[src/rtl/int_mem_sram_arb.sv]
// Single-port SRAM arbiter for the internal-memory subsystem.
// Three masters share one synchronous SRAM: the boot-loader write stream
// (absolute priority, never stalled), the CPU instruction bus (read-only)
// and the CPU data bus (read/write). The two CPU buses get registered
// one-cycle ready pulses; read data comes straight from the SRAM.
//
// grant     | meaning
// GNT_NONE  | no eligible request, SRAM idle
// GNT_BOOT  | boot-loader write drives the SRAM
// GNT_I     | instruction read drives the SRAM
// GNT_D     | data read/write drives the SRAM
module int_mem_sram_arb #(
  parameter int DATA_W      = 32,
  parameter int ADDR_W      = 32,
  parameter int SRAM_ADDR_W = 13
) (
  input  logic                     clk,
  input  logic                     rst,
  input  logic                     boot_valid,
  input  logic [ADDR_W-1:0]        boot_addr,
  input  logic [DATA_W-1:0]        boot_wdata,
  input  logic [DATA_W/8-1:0]      boot_wstrb,
  input  logic                     i_valid,
  input  logic [ADDR_W-1:0]        i_addr,
  output logic [DATA_W-1:0]        i_rdata,
  output logic                     i_ready,
  input  logic                     d_valid,
  input  logic [ADDR_W-1:0]        d_addr,
  input  logic [DATA_W-1:0]        d_wdata,
  input  logic [DATA_W/8-1:0]      d_wstrb,
  output logic [DATA_W-1:0]        d_rdata,
  output logic                     d_ready,
  output logic                     sram_en,
  output logic [DATA_W/8-1:0]      sram_we,
  output logic [SRAM_ADDR_W-3:0]   sram_addr,
  output logic [DATA_W-1:0]        sram_wdata,
  input  logic [DATA_W-1:0]        sram_rdata
);

  localparam int STRB_W = DATA_W / 8;

  typedef enum logic [1:0] {
    GNT_NONE = 2'd0,
    GNT_BOOT = 2'd1,
    GNT_I    = 2'd2,
    GNT_D    = 2'd3
  } gnt_e;

  gnt_e gnt;
  logic i_elig;
  logic d_elig;
  logic i_ready_q, i_ready_d;
  logic d_ready_q, d_ready_d;
  // 0 = instruction bus won the last CPU grant, 1 = data bus
  logic last_grant_q, last_grant_d;

  // Grant select: boot first, then the single eligible CPU master, ties by round-robin.
  // A master in its ready cycle is excluded so a held valid is not served twice.
  always_comb begin
    gnt    = GNT_NONE;
    i_elig = i_valid & ~i_ready_q;
    d_elig = d_valid & ~d_ready_q;
    if (boot_valid) begin
      gnt = GNT_BOOT;
    end else if (i_elig && d_elig) begin
      gnt = last_grant_q ? GNT_I : GNT_D;
    end else if (i_elig) begin
      gnt = GNT_I;
    end else if (d_elig) begin
      gnt = GNT_D;
    end
  end

  // SRAM drive for the granted master; enables are held off while in reset.
  always_comb begin
    sram_en    = 1'b0;
    sram_we    = '0;
    sram_addr  = '0;
    sram_wdata = '0;
    unique case (gnt)
      GNT_BOOT: begin
        sram_en    = 1'b1;
        sram_we    = boot_wstrb;
        sram_addr  = boot_addr[SRAM_ADDR_W-1:2];
        sram_wdata = boot_wdata;
      end
      GNT_I: begin
        sram_en    = 1'b1;
        sram_addr  = i_addr[SRAM_ADDR_W-1:2];
      end
      GNT_D: begin
        sram_en    = 1'b1;
        sram_we    = d_wstrb;
        sram_addr  = d_addr[SRAM_ADDR_W-1:2];
        sram_wdata = d_wdata;
      end
      default: begin
        sram_en    = 1'b0;
      end
    endcase
    if (rst) begin
      sram_en = 1'b0;
      sram_we = {STRB_W{1'b0}};
    end
  end

  // Next-state: ready follows a CPU grant by one cycle; boot grants do not touch last_grant.
  always_comb begin
    i_ready_d    = (gnt == GNT_I);
    d_ready_d    = (gnt == GNT_D);
    last_grant_d = last_grant_q;
    if (gnt == GNT_I) begin
      last_grant_d = 1'b0;
    end else if (gnt == GNT_D) begin
      last_grant_d = 1'b1;
    end
  end

  // Response and round-robin registers; reset drops any pending ready.
  always_ff @(posedge clk or posedge rst) begin
    if (rst) begin
      i_ready_q    <= 1'b0;
      d_ready_q    <= 1'b0;
      last_grant_q <= 1'b1;
    end else begin
      i_ready_q    <= i_ready_d;
      d_ready_q    <= d_ready_d;
      last_grant_q <= last_grant_d;
    end
  end

  assign i_ready = i_ready_q;
  assign d_ready = d_ready_q;
  assign i_rdata = sram_rdata;
  assign d_rdata = sram_rdata;

  // Upper address bits alias by truncation and byte-offset bits are irrelevant to a word SRAM.
  logic unused_addr_bits;
  assign unused_addr_bits = ^{boot_addr[ADDR_W-1:SRAM_ADDR_W], boot_addr[1:0],
                              i_addr[ADDR_W-1:SRAM_ADDR_W], i_addr[1:0],
                              d_addr[ADDR_W-1:SRAM_ADDR_W], d_addr[1:0]};

endmodule

[config.mk]
export PLATFORM = sky130hd
export DESIGN_NAME = int_mem_sram_arb
export DESIGN_NICKNAME = d
export VERILOG_FILES = /design/src/rtl/int_mem_sram_arb.sv
export SDC_FILE = /design/constraint.sdc
export NUM_CORES = 1
export LEC_CHECK = 0
export ABC_AREA = 1
export BUFFER_PORTS_ARGS = -buffer_cell sky130_fd_sc_hd__buf_2
export CAP_MARGIN = 20
export CORE_AREA = 4 4 121 123
export CTS_BUF_LIST = sky130_fd_sc_hd__clkbuf_4 sky130_fd_sc_hd__clkbuf_8
export CTS_CLUSTER_DIAMETER = 100
export DETAILED_ROUTE_END_ITERATION = 16
export DIE_AREA = 0 0 125 127
export PLACE_DENSITY = 0.43
export SLEW_MARGIN = 20
export SYNTH_ARGS = -nofsm -noshare
export SYNTH_HDL_FRONTEND = slang
export SYNTH_SLANG_ARGS = --single-unit
[constraint.sdc]
create_clock -name clk -period 1.5 [get_ports clk]
set_input_delay 0.225 -clock clk [delete_from_list [all_inputs] [get_ports clk]]
set_output_delay 0.225 -clock clk [all_outputs]
set_load 0.02 [all_outputs]
==> impl_metrics.toml <==
[pwr]
power_frac_seq_pct = 8.5
internal-power_w = 0.000716
power_switching_share_pct = 41.8
total_leakage_power_nw = 1.32
vdd_ir_drop_max_mv = 0.144
net_switching_power_of_the_design_w = 0.000515
p_comb_share_pct = 70.8
power-per-cell-area_mw_per_mm2 = 516
fin_total_pwr_w = 0.00123
pwr-share-clk_pct = 20.8

[grt]
grt_first_pass_wirelength_um = 8400
grt.overflow.total = 0
grt_pass1_vias = 1883
grt_max_degree = 28
antenna_found_initial = 0
grt_usage_pct = 6.32

[setup_path]
worst-path-max-fanout = 22
worst-endpoint-arrival_ns = 1.45
r2r-end = "d_ready"
reg2regPathDepth = 4
setup.worst_path.start_class = "flop"
critical_path_endpoint_category = "output pin"
worstPathRequired_ns = 1.27
crit-reg2reg-launch = "last_grant_q"
rrSetupSlack_ns = 0.44
criticalPathCategory = "flop to output pin"

[die]
design.die.area_mm2 = 0.0159
fp.dieH_um = 127
number_of_standard_cell_rows_in_the_floorplan = 43
effective_utilization_at_floorplan_pct = 10.2
coreArea_mm2 = 0.0137
ioPinCount = 319
chipWidth_um = 125

[clocking]
cts_tree = "done"
cts.htree.levels = 1
cts.sink_count = 3
clk_buf_depth = 2
insertion_delay_ns = 0.22
cell_at_the_root_of_the_clock_tree = "clkbuf_8"
clk_pin_slew_ns = 0.03
cts_made_buffers = 3

[synth]
synth.net_count = 456
synth_warnings = 0
synthMuxAreaShare_pct = 0
yosysTopAreaCell = "buf_4"
post_synth_main_area_contributors = "buf_4 (36%), nand2_1 (31%), nand4_1 (12%), nand3_1 (4.0%), dfrtp_1 (3.6%)"
synth-compound-area-share_pct = 2.52
synthesis.area_mm2 = 0.00139
synth_fa_ha_area_share_pct = 0
post_synth_inst_count = 251
synth_seq_area_share_pct = 5.48
synthesized_flop_and_latch_total = 3
yosys.area.top_type_share_pct = 36.1
synthesized_area_per_cell_um2 = 5.55
synth_xor_area_share_pct = 0
synth_top_family_by_area = "simple AND/OR/NAND/NOR gates"
synth.distinct_cells = 16
yosys.area_share.simple_pct = 50.7

[placement]
placement.io_buffers = 159
dp_worst_setup_slack_ns = -0.00989
place.gp.congestion = 0.862
placed_cells_incl_taps = 522
hpwl_um = 4840

[detailed_routing]
drc = 0
highest-signal-layer = "met4"
viasPerCell = 3.69
routed_wl_um = 5830
met1Wirelength_um = 1900
route.antenna.remaining_nets = 0
drt_pre_antenna_iters = 4
wl_met2_um = 2940
wire_per_inst_um = 11.0
drt_iter0_drc = 72
wl_met3_um = 686
dr_total_vias = 1948

[finish]
area_growth_pct = 71.2
fill_cell_count = 1564
post_route_cells_drive_above_1_share_pct = 55.7
finish.cell_count_without_fillers = 528
final_nets = 554
layout.core_utilization_pct = 17.5
n_antenna_cell = 0

[sta]
tightest_slew_ns = 0.303
fin_crit_ns = 1.67
finalCritPeriodShare_pct = 111
finalClockSkew_ns = 0.00316
report.final.slew_viol_count = 0
setup-violations-final = 47
final_ws_setup_ns = -0.171
grt_setup_unrepaired = "true"
max-slew-margin-rel_pct = 79.8
fin_worst_hold_slack_ns = 0.126
upper_clock_frequency_limit_ghz = 0.598
timing.final.hold_violations = 0

[outcome]
violations = "negative setup slack"
outcome = "finished with violations"

[worst_hold_path]
hold_path_class = "primary input to asynchronous set/reset pin"

[flow_run]
max_cap_violations = 0
==> metal layers <==
| metal | global-route usage [%] | vias to the layer above |
|---|---|---|
| li1 | - | 936 |
| met1 | 5.72 | 848 |
| met2 | 12.2 | 129 |
| met3 | 1.51 | 35 |
| met4 | 4.66 | 0 |
| met5 | 0 | - |
==> what timing repair did <==
item / 4_1_cts / 5_1_grt
setup endpoints to repair: 48 / 48
gates resized for setup: 95 / 10
hold buffers: 1 / 0
buffers inserted: 1 / 0
pin swaps: 1 / 1
endpoints found under the hold margin: 2 / 0
==> cells in the mapped netlist, drive strengths merged <==
| cell type | number |
|---|---|
| nand2 | 117 |
| buf | 74 |
| nand4 | 26 |
| nand3 | 12 |
| inv | 6 |
| a21oi | 5 |
| clkbuf | 4 |
| dfrtp | 2 |
| nor2 | 2 |
| o21ai | 2 |
| dfstp | 1 |
==> power by group through the flow <==
stage / clock (W) / combinational, W / sequential, W
global route: 0.000275 / 0.000934 / 0.000105
global placement: 0 / 0.000700 / 0.000102
detailed placement: 0 / 0.000706 / 0.000103
floorplan: 0 / 0.000611 / 0.000107
CTS: 0.000264 / 0.000863 / 0.000104
finish: 0.000256 / 0.000870 / 0.000104
==> logic make-up (layout without fill, tap and decap cells) <==
| logic type | after synthesis | after routing |
|---|---|---|
| compound gates | 7 | 7 |
| buf+inv | 84 | 181 |
| flops | 3 | 3 |
| simple gates | 157 | 157 |
==> state kept, by name, summed over array words and instances, names as in the netlist <==
signal,flops
d_ready,1
i_ready,1
last_grant_q,1
==> worst max-delay path: stages, from the launching register on <==
cell and delay [ns]:
dfrtp_2 0.43, nor2_8 0.14, nand2_4 0.07, nor2_4 0.12
buf_12 0.17, nand2_1 0.08, nand2_2 0.08, buf_6 0.12
==> worst max path at each step <==
stage,startpoint,end,depth (start not counted),slack [ns]
2_1_floorplan,i_ready,sram_addr[1],5,0.02
3_3_place_gp,d_ready,sram_wdata[13],7,-0.009
3_5_place_dp,d_ready,sram_wdata[0],7,-0.01
4_1_cts,d_ready,sram_wdata[9],7,-0.19
5_1_grt,d_ready,sram_wdata[5],7,-0.24
6_report,d_ready,sram_wdata[5],7,-0.17
==> layout by cell type, fill, tap and decap left out, types with 2 or more instances in the layout <==
master,netlist,final
a21oi_1,5,3
nand2_2,0,5
buf_4,67,9
inv_1,4,4
buf_6,0,44
buf_12,0,4
buf_2,7,113
clkbuf_8,0,3
a21oi_2,0,2
nand2_1,116,111
inv_2,2,2
nand3_2,1,4
nand4_1,26,26
nand3_1,11,7
==> metrics by stage <==
step / area [µm²] / setup TNS, ns
floorplan: 1390 / 0
global placement: 1990 / -0.0102
detailed placement: 1990 / -0.00989
CTS: 2350 / -6.94
global route: 2380 / -9.57
finish: 2380 / -6.08
==> cell type report <==
| class | instances | area [µm²] | area share [%] |
|---|---|---|---|
| repair buffers | 171 | 1220 | 51.1 |
| multi-input cells | 164 | 792 | 33.2 |
| well taps | 180 | 225 | 9.44 |
| flip-flops and latches | 3 | 77.6 | 3.25 |
| clock buffers | 4 | 48.8 | 2.05 |
| inverters | 6 | 22.5 | 0.944 |
Note: power is estimated with default switching activity, not from simulation.
